`config.mk`:
```
export PLATFORM = sky130hd
export DESIGN_NAME = uart_rx_fifo
export DESIGN_NICKNAME = d
export VERILOG_FILES = /design/src/rtl/uart_rx_fifo.sv
export SDC_FILE = /design/constraint.sdc
export NUM_CORES = 1
export LEC_CHECK = 0
export ABC_CLOCK_PERIOD_IN_PS = 6600
export CORE_ASPECT_RATIO = 1.25
export CORE_MARGIN = 2
export CORE_UTILIZATION = 50
export CTS_CLUSTER_DIAMETER = 80
export DETAILED_ROUTE_END_ITERATION = 8
export PLACE_DENSITY = 0.67
export SLEW_MARGIN = 20
export SYNTH_ARGS = -nofsm -noshare
export SYNTH_HDL_FRONTEND = slang
export SYNTH_SLANG_ARGS = --single-unit
```
`constraint.sdc`:
```
create_clock -name iClk -period 6.6 [get_ports iClk]
set_input_delay 0.99 -clock iClk [delete_from_list [all_inputs] [get_ports iClk]]
set_output_delay 0.99 -clock iClk [all_outputs]
set_load 0.01 [all_outputs]
```
`src/rtl/uart_rx_fifo.sv`:
```
// UART receiver with false-start filtering and error detection,
// feeding a first-word-fall-through receive FIFO.
module uart_rx_fifo #(
  parameter int CLK_FREQ   = 100000000,
  parameter int BAUD_RATE  = 115200,
  parameter int DATA_BITS  = 8,
  parameter int PARITY     = 0,
  parameter int STOP_BITS  = 1,
  parameter int FIFO_DEPTH = 16
) (
  input  logic                 iClk,
  input  logic                 iRst,
  input  logic                 iRx,
  input  logic                 iRxReady,
  input  logic                 iClrErr,
  output logic [DATA_BITS-1:0] oRxData,
  output logic                 oRxValid,
  output logic                 oParityErr,
  output logic                 oFrameErr,
  output logic                 oOverrun,
  output logic [$clog2(FIFO_DEPTH+1)-1:0] oFifoCount
);

  localparam int CLKS_PER_BIT = CLK_FREQ / BAUD_RATE;
  localparam int CNT_W = $clog2(CLKS_PER_BIT);
  localparam int PTR_W = $clog2(FIFO_DEPTH);
  localparam int OCC_W = $clog2(FIFO_DEPTH + 1);

  typedef logic [CNT_W-1:0] cnt_t;
  localparam cnt_t MID_BIT  = cnt_t'(CLKS_PER_BIT / 2 - 1);
  localparam cnt_t FULL_BIT = cnt_t'(CLKS_PER_BIT - 1);
  localparam logic [3:0] LAST_DATA = 4'(DATA_BITS - 1);
  localparam logic [3:0] LAST_STOP = 4'(STOP_BITS - 1);
  localparam logic [OCC_W-1:0] DEPTH = OCC_W'(FIFO_DEPTH);

  typedef enum logic [2:0] {
    Idle, Start, Data, ParityBit, Stop, WaitHigh
  } state_t;

  state_t state, stateNext;
  logic sync1, rxS;
  cnt_t clkCnt;
  logic [3:0] bitIdx;
  logic [DATA_BITS-1:0] shiftReg;
  logic parTag, stopErr, pushReg, frameErr;
  logic tick, lastStop, stopBad;

  assign tick     = (clkCnt == FULL_BIT);
  assign lastStop = (bitIdx == LAST_STOP);
  assign stopBad  = stopErr | ~rxS;

  always_comb begin
    stateNext = state;
    unique case (state)
      Idle:
        if (!rxS) stateNext = Start;
      Start:
        if (clkCnt == MID_BIT)
          stateNext = rxS ? Idle : Data;
      Data:
        if (tick && bitIdx == LAST_DATA)
          stateNext = (PARITY != 0) ? ParityBit : Stop;
      ParityBit:
        if (tick) stateNext = Stop;
      Stop:
        if (tick && lastStop)
          stateNext = rxS ? Idle : WaitHigh;
      WaitHigh:
        if (rxS) stateNext = Idle;
      default:
        stateNext = Idle;
    endcase
  end

  always_ff @(posedge iClk) begin
    if (iRst) begin
      state    <= Idle;
      sync1    <= 1'b1;
      rxS      <= 1'b1;
      clkCnt   <= '0;
      bitIdx   <= '0;
      shiftReg <= '0;
      parTag   <= 1'b0;
      stopErr  <= 1'b0;
      pushReg  <= 1'b0;
      frameErr <= 1'b0;
    end else begin
      sync1    <= iRx;
      rxS      <= sync1;
      state    <= stateNext;
      pushReg  <= 1'b0;
      frameErr <= 1'b0;
      if (state != stateNext || tick)
        clkCnt <= '0;
      else
        clkCnt <= clkCnt + 1'b1;
      if (state == Start) begin
        bitIdx  <= '0;
        parTag  <= 1'b0;
        stopErr <= 1'b0;
      end
      if (tick) begin
        unique case (state)
          Data: begin
            shiftReg <= {rxS, shiftReg[DATA_BITS-1:1]};
            bitIdx <= (bitIdx == LAST_DATA) ? 4'd0
                                            : bitIdx + 4'd1;
          end
          ParityBit:
            parTag <= (PARITY == 1) ? ~(^shiftReg ^ rxS)
                                    : (^shiftReg ^ rxS);
          Stop: begin
            if (lastStop) begin
              frameErr <= stopBad;
              pushReg  <= ~stopBad;
              bitIdx   <= '0;
            end else begin
              stopErr <= stopBad;
              bitIdx  <= bitIdx + 4'd1;
            end
          end
          default: ;
        endcase
      end
    end
  end

  // Each entry holds {parity tag, data}.
  logic [DATA_BITS:0] mem [FIFO_DEPTH];
  logic [PTR_W-1:0] wrPtr, rdPtr;
  logic [OCC_W-1:0] count;
  logic overrun, pop, full, wrEn, lost;

  assign oRxValid = (count != '0);
  assign pop  = oRxValid & iRxReady;
  assign full = (count == DEPTH);
  assign wrEn = pushReg & (~full | pop);
  assign lost = pushReg & full & ~pop;

  always_ff @(posedge iClk) begin
    if (wrEn) mem[wrPtr] <= {parTag, shiftReg};
  end

  always_ff @(posedge iClk) begin
    if (iRst) begin
      wrPtr   <= '0;
      rdPtr   <= '0;
      count   <= '0;
      overrun <= 1'b0;
    end else begin
      if (wrEn) wrPtr <= wrPtr + 1'b1;
      if (pop)  rdPtr <= rdPtr + 1'b1;
      if (wrEn && !pop)
        count <= count + 1'b1;
      else if (pop && !wrEn)
        count <= count - 1'b1;
      if (lost)
        overrun <= 1'b1;
      else if (iClrErr)
        overrun <= 1'b0;
    end
  end

  // Gate the head so outputs read zero while empty.
  assign {oParityErr, oRxData} =
    oRxValid ? mem[rdPtr] : '0;
  assign oFrameErr  = frameErr;
  assign oOverrun   = overrun;
  assign oFifoCount = count;

endmodule

```
== Yosys cells after proc, flatten, opt, wreduce, memory -nomap -nowiden ==
Memories as Yosys holds them, arrays and structs flattened. A register that Yosys moved wholly into a read port is not among the register bits.
Index checks and enable logic that the tools add are counted.

* Register bits: 45
* Memory bits (writable): 144
* Input bits: 5
* Output and inout port bits: 17
* Memories kept: 1

* Add/sub/neg operators: 6
* Equality and inequality tests: 10
* Mux-type cells: 30
* Bitwise logic cells: 14
* Reductions and logical operators: 16

{| class="wikitable"
|+ Memories
! name !! depth !! bits a word !! rd ports !! clocked after memory_dff !! wr ports !! RTL line !! text
|-
| mem || 16 || 9 || 1 || 1 || 1 || 129 || <nowiki>logic [DATA_BITS:0] mem [FIFO_DEPTH];</nowiki>
|}

{| class="wikitable"
|+ Operators by type and width
! kind !! count
|-
| 2-to-1 mux 4 bit || 6
|-
| 2-to-1 mux 3 bit || 7
|-
| case mux 3 bit (6 select lines) || 1
|-
| adder 4 x 1 -> 4 bit, second input constant || 3
|-
| 2-to-1 mux 1 bit || 11
|-
| adder 10 x 1 -> 10 bit, second input constant || 1
|-
| equality test 10 bit, second input constant || 1
|-
| equality test 10 x 9 -> 1 bit, second input constant || 1
|-
| 2-to-1 mux 5 bit || 2
|-
| 2-to-1 mux 9 bit || 1
|-
| case mux 4 bit (2 select lines) || 1
|-
| XOR reduction 8 bit || 1
|-
| inverter 1 bit || 7
|-
| equality test 3 x 2 -> 1 bit, second input constant || 2
|-
| equality test 3 bit, second input constant || 2
|-
| adder 5 x 1 -> 5 bit, second input constant || 1
|-
| equality test 5 bit, second input constant || 1
|-
| nonzero test 5 bit || 1
|-
| subtractor 5 x 1 -> 5 bit, second input constant || 1
|-
| AND 1 bit || 4
|-
| equality test 4 x 3 -> 1 bit, second input constant || 1
|-
| logical AND 1 bit || 4
|-
| logical NOT 4 bit || 1
|-
| nonzero test 2 bit || 2
|-
| other kinds (11) || 13
|}

== Depth between registers and ports, before layout ==
* Depth after elaboration: 8
* Mapped depth: 11
* Depth with buffers taken out: 11

== Worst setup path before layout ==
Ideal clock, no wire load.

* Path type: in2reg
* Start: in iRxReady
* End: reg count[4] (netlist: oFifoCount[4])
* Arrival time: 3.029 ns
* Data required time: 6.530 ns
* Setup slack: 3.501 ns
* Stages: 10
* Path buffers: 0
* Cells stage by stage: inv_1 a31oi_1 ha_1 inv_1 fa_1 a21o_1 a21oi_1 xnor2_1 or3_1 a21oi_1

* Cells in the longest elaborated chain, start to end: 6
* Elaborated cells on any way between the ends: 9
* Classes of those cells: mux: 1; bitwise: 3; reduce/logical: 5

{| class="wikitable"
|+ RTL lines
! element !! RTL line !! text
|-
| start, declared || 14 || <nowiki>input logic iRxReady,</nowiki>
|-
| AND 1 bit * || 135 || <nowiki>assign pop = oRxValid & iRxReady;</nowiki>
|-
| OR 1 bit * || 137 || <nowiki>assign wrEn = pushReg & (~full | pop);</nowiki>
|-
| AND 1 bit * || 137 ||
|-
| net wrEn || 132 || <nowiki>logic overrun, pop, full, wrEn, lost;</nowiki>
|-
| logical NOT 1 bit || 155 || <nowiki>else if (pop && !wrEn)</nowiki>
|-
| logical AND 1 bit || 155 ||
|-
| nonzero test 2 bit (no source line) || -- ||
|-
| end signal, assigned || 154 || <nowiki>count <= count + 1'b1;</nowiki>
|-
| end signal, assigned || 156 || <nowiki>count <= count - 1'b1;</nowiki>
|-
| end, declared || 131 || <nowiki>logic [OCC_W-1:0] count;</nowiki>
|}

The timed path passes the listed nets; every way through them passes the cells marked *.
A chain may end at the register's enable or synchronous reset.

==> impl_metrics.csv <==
group,metric,value,unit
outcome,status,"finished, final reports clean",
layout,area_delta_synth_final,12.26,%
clock_tree,post_cts_buffers,0,
timing,tightest_slew,1.143,ns
synth,synth_nets,517,
pwr,power.density,318.9,mW/mm2
timing,skew,0.01929,ns
floorplanning,pin_count,22,
pwr,power_frac_comb,17.6,%
worst_setup_path,cp_cell_sequence,"buf_4 -> mux4_1 -> mux4_2 -> and2_1 -> clkdlybuf4s50_1",
detailed_routing,drt_iter0_markers,285,
placement,pre_cts_slack,2.693,ns
layout,fill_cells,1268,
floorplanning,start_util,51.21,%
clock_tree,clockBufferDepth,2,
timing,final_hold_viol_count,0,
floorplanning,die_area,0.01698,mm2
detailed_routing,ant_nets,0,
layout,nets,536,
worst_setup_path,critical_path.max_stage_delay,0.65,ns
layout,final_cells,742,
timing,final_max_slew_viol_count,0,
synth,syn_area_per_cell,16.01,um2
floorplanning,die_x,116.9,um
detailed_routing,num_vias,4238,
synth,syn_area,0.007973,mm2
grt,grt_pass1_vias,4391,
worst_setup_path,cp.required,5.61,ns
layout,layout-drive-gt1-share,16.79,%
timing,hold_ws,0.4196,ns
timing,setup_slack,2.399,ns
pwr,p_leak,2.845,nW
hold_path,hold_class,"register to register",
pwr,ir_drop,184.9,uV
clock_tree,root_buffer,"clkbuf_16",
detailed_routing,wl_per_cell,20.49,um
clock_tree,cts.sink_count,193,
pwr,power_switching,0.0007024,W
worst_setup_path,cp.arrival,3.21,ns
grt,grt_max_degree,37,
pwr,power,0.002854,W
grt,grt_first_pass_wirelength,24070,um
clock_tree,cts-resized-gates,0,
floorplanning,coreArea,0.01557,mm2
clock_tree,h-tree-depth,4,
floorplanning,die_h,145.2,um
placement,dp_cells,710,
pwr,p_int,0.002152,W
placement,portBuffers,21,
worst_setup_path,path_max_fanout,30,
timing,tns,0,ns
synth,async_flop_share,0,%
synth,synthCells,498,
timing,finalCritPeriodShare,63.64,%
grt,grt_usage,19.18,%
worst_setup_path,crit_path_end_kind,"output port",
pwr,switching_share,24.61,%
layout,diodes,0,
worst_setup_path,critical_path_class,"register to output port",
layout,final_cell_mix,"144 x edfxtp_1, 48 x dfxtp_1, 40 x mux4_2, 29 x nor2_1, 23 x nand2_1",
clock_tree,cts_hold_buf,0,
grt,antenna_found_initial,0,
synth,synth_edf_count,144,
timing,fin_crit,4.201,ns
floorplanning,fp-row-count,51,
synth,ys_seq_elements,193,
timing,relSlewSlack,23.54,%
detailed_routing,drc,0,
timing,setup_viol_count_final,0,
grt,overflow,0,
timing,max_freq,0.2381,GHz
detailed_routing,viasPerCell,5.712,
detailed_routing,finalWirelength,15200,um
worst_setup_path,crit_slowest_cell,"mux4_1",
clock_tree,clk_pin_slew,0.07,ns
synth,ys.flop_type,"edfxtp_1",
clock_tree,clk_latency,0.44,ns
placement,hpwlAfterDp,9872,um
pwr,pwr-share-clk,35.4,%
timing,rsz0062_at_grt,"false",
detailed_routing,first_pass_iters,4,
synth,yosysUniqueCellTypes,49,
placement,place_congestion,0.8074,
worst_setup_path,start_kind,"register",
synth,yosys_warnings,0,
flow_run,drv_cap,0,
pwr,power_frac_seq,47.0,%
clock_tree,tritoncts,"yes",
synth,yosysSeqAreaShare,66.54,%
clock_tree,cts_made_buffers,17,
layout,final_common_cell,"edfxtp_1",
==> area by class of cell <==
| type | count | area (um2) | share of cell area [%] |
|---|---|---|---|
| Sequential cell | 193 | 5306 | 59.29 |
| Multi-Input combinational cell | 272 | 2527 | 28.24 |
| Clock buffer | 18 | 429.2 | 4.795 |
| Tap cell | 212 | 265.3 | 2.964 |
| Timing Repair Buffer | 24 | 232.7 | 2.600 |
| Clock inverter | 14 | 155.1 | 1.734 |
| Inverter | 9 | 33.78 | 0.3775 |
==> power groups by stage <==
stage	Combinational (W)	Sequential, W	Clock, W
6_report	0.000504	0.00134	0.00101
5_1_grt	0.000550	0.00134	0.00107
4_1_cts	0.000513	0.00134	0.00103
3_5_place_dp	0.000511	0.00137	0
3_3_place_gp	0.000508	0.00136	0
2_1_floorplan	0.000371	0.00136	0
==> routing by layer <==
| metal | global-route usage [%] | vias up | wire, um |
|---|---|---|---|
| li1 | - | 1963 | - |
| met3 | 3.926 | 14 | 889 |
| met1 | 24.40 | 2147 | 6087 |
| met4 | 6.353 | 0 | 134 |
| met2 | 32.57 | 114 | 8088 |
| met5 | 0 | - | 0 |
==> critical path, delay by kind of cell (launching register included) <==
family	cells	cell delay (ns)
buf+inv	2	1.01
mux	2	1.10
flops	1	0.47
simple gates	1	0.16
==> kinds of logic (layout without fill, tap and decap cells) <==
kind of cell,count (synthesis),count (layout),synth area share (%)
xor gates and xnor gates,26,26,3.029
and+or+nand+nor,140,140,9.385
adders and majority gates,14,14,2.291
buffers and inverters,33,65,2.213
DFF,193,193,66.54
muxes,48,48,13.32
AOI/OAI and AO/OA,44,44,3.217
==> flip-flops by register name, indices dropped and copies added, names as in the netlist, named ones only <==
name,cells
mem,144
clkCnt,10
shiftReg,8
oFifoCount,5
bitIdx,4
rdPtr,4
wrPtr,4
state,3
oFrameErr,1
oOverrun,1
parTag,1
pushReg,1
rxS,1
stopErr,1
sync1,1
==> Yosys cell counts, types with 5 or more instances <==
cell type / n / area [um2]
edfxtp_1: 144 / 4324
dfxtp_1: 49 / 980.9
mux4_2: 40 / 900.9
nor2_1: 31 / 116.4
nand2_1: 23 / 86.33
a21oi_1: 22 / 110.1
nand3_1: 18 / 90.09
xnor2_1: 15 / 131.4
ha_1: 13 / 162.7
clkbuf_1: 10 / 37.54
nor4_1: 10 / 62.56
xor2_1: 10 / 87.58
and2_1: 9 / 56.30
inv_1: 9 / 33.78
o21ai_0: 9 / 45.04
nor3_1: 8 / 40.04
nand2b_1: 7 / 43.79
buf_2: 5 / 25.02
mux4_1: 5 / 131.4
nor3b_1: 5 / 37.54
==> final timing paths <==
path	depth (start not counted)	start	endpoint	slack, ns
setup reg to reg	11	oFifoCount[0]	oFifoCount[4]	3.30
hold reg to reg	1	sync1	rxS	0.42
setup / recovery	5	register	oRxData[1]	2.40
hold / removal	1	sync1	rxS	0.42
==> stage by stage <==
step           cell area (um2)  utilization, %
6_report                  8950           57.48
5_1_grt                   8950           57.48
4_1_cts                   8934           57.38
3_5_place_dp              8349           53.62
3_3_place_gp              8349           53.62
2_1_floorplan             7973               -
(Power assumes the default switching activity.)
==> patch, RTL diff (config.mk and constraints unchanged) <==
Set the parameter `PARITY` to 1 (it was 0).
--- a/src/rtl/uart_rx_fifo.sv
+++ b/src/rtl/uart_rx_fifo.sv
@@ -6,3 +6,3 @@
   parameter int DATA_BITS  = 8,
-  parameter int PARITY     = 0,
+  parameter int PARITY     = 1,
   parameter int STOP_BITS  = 1,
Formal check against the unedited RTL: no difference found for any inputs over 10 cycles, from zero or initial values and one cycle with iRst high; that may be too few to reach the edited logic, so the function may still have changed.
==> patch against the original RTL <==
First-iteration DRC count is 17% higher; largest power group unchanged; cell area is 0.38% higher; largest cell class unchanged; area after synthesis is 0.47% higher; routed wire length is 3.2% higher; via count is 2.7% higher; setup slack worse by 0.13 ns; power is 4.3% lower; sequential cell count stayed put; count of clock-buffer cells in the layout stayed put; clock skew is 0.0091 ns lower; critical path depth stayed put.
==> patch: results (changes against the original RTL) <==
- The average vias per placed instance is 5.72 (was 5.71).
- The proportion of netlist area held by the largest area contributor is 54.0% (was 54.2%).
- The switching portion of total power is 24.2% (was 24.6%).
- The static power due to leakage came to 2.95 nW (was 2.84 nW).
- Outcome: finished, final reports clean (unchanged).
- Commonest cells in the netlist: edfxtp_1, dfxtp_1, mux4_2, nor2_1, nand2_1 (unchanged).
- The total global-route track usage came to 19.3% (was 19.2%).
- The worst-path cell with the longest stage delay is dfxtp_2 (was mux4_1).
- The relative max-transition margin came to 22.0% (was 23.5%).
- The worst setup slack after placement is 2.64 ns (was 2.69 ns).
- The net count after synthesis came to 534 (was 517).
- The gate count of the mapped netlist is 515 (was 498).
- The stage delay of the slowest cell on the critical path was 0.75 ns (was 0.65 ns).
- The largest fanout on the critical path is 19 (was 30).
- The total vias in the final route is 4,352 (was 4,238).
- The final hold slack was 0.418 ns (was 0.420 ns).
- The final wirelength is 15,700 um (was 15,200 um).
- The count of unique library cells instantiated by Yosys was 50 (was 49).
- The part of the cycle the worst path needs is 65.6% (was 63.6%).
- The worst setup slack for register-to-register paths came to 3.18 ns (was 3.30 ns).
- The global placement routability congestion is 0.809 (was 0.807).
- The DRC violation total after the first TritonRoute iteration is 334 (was 285).
- The clock power share was 35.0% (was 35.4%).
- The detailed-router iteration count before antenna repair is 5 (was 4).
- The number of filler instances in the final layout is 1,220 (was 1,268).
- The number of cells after detailed placement was 731 (was 710).
- The fraction of layout instances using a drive strength above 1 is 17.9% (was 16.8%).
- The total placed instance area is 8430 um^2 (was 8350 um^2).
- The global-route met3 utilization is 4.16% (was 3.93%).
## patch: cell count changes after synthesis, moves of 5 or more
cell and delta:
nor3b_1 -5, nor2_1 +11, nand2_1 +6, mux2i_1 +6
mux4_2 +5, nor4_1 -5, nand3_1 -5, inv_1 +8
mux4_1 -5
## patch: cell families (layout without fill, tap and decap cells)
logic type | Yosys count | in the layout | share of synthesized area [%]
flip-flops | 193 | 193 | 66.2
buffers and inverters | 41 | 75 | 2.16
AO/OA/AOI/OAI | 45 | 45 | 3.33
AND/OR/NAND/NOR | 144 | 144 | 9.43
adder cells (fa/ha/maj) | 14 | 14 | 2.28
multiplexers | 54 | 54 | 13.8
XOR/XNOR | 24 | 24 | 2.80
## patch: cell type report
cell class	count	area share [%]
repair buffers	28	2.92
clock buffers	18	4.78
clock inverters	12	1.24
flip-flops and latches	193	59.1
well taps	212	2.95
multi-input cells	281	28.3
inverters	17	0.710
## patch: per-layer routing
layer	vias up	routed length, um
met4	0	134
li1	2004	-
met5	-	0
met3	11	714
met2	107	8380
met1	2230	6460
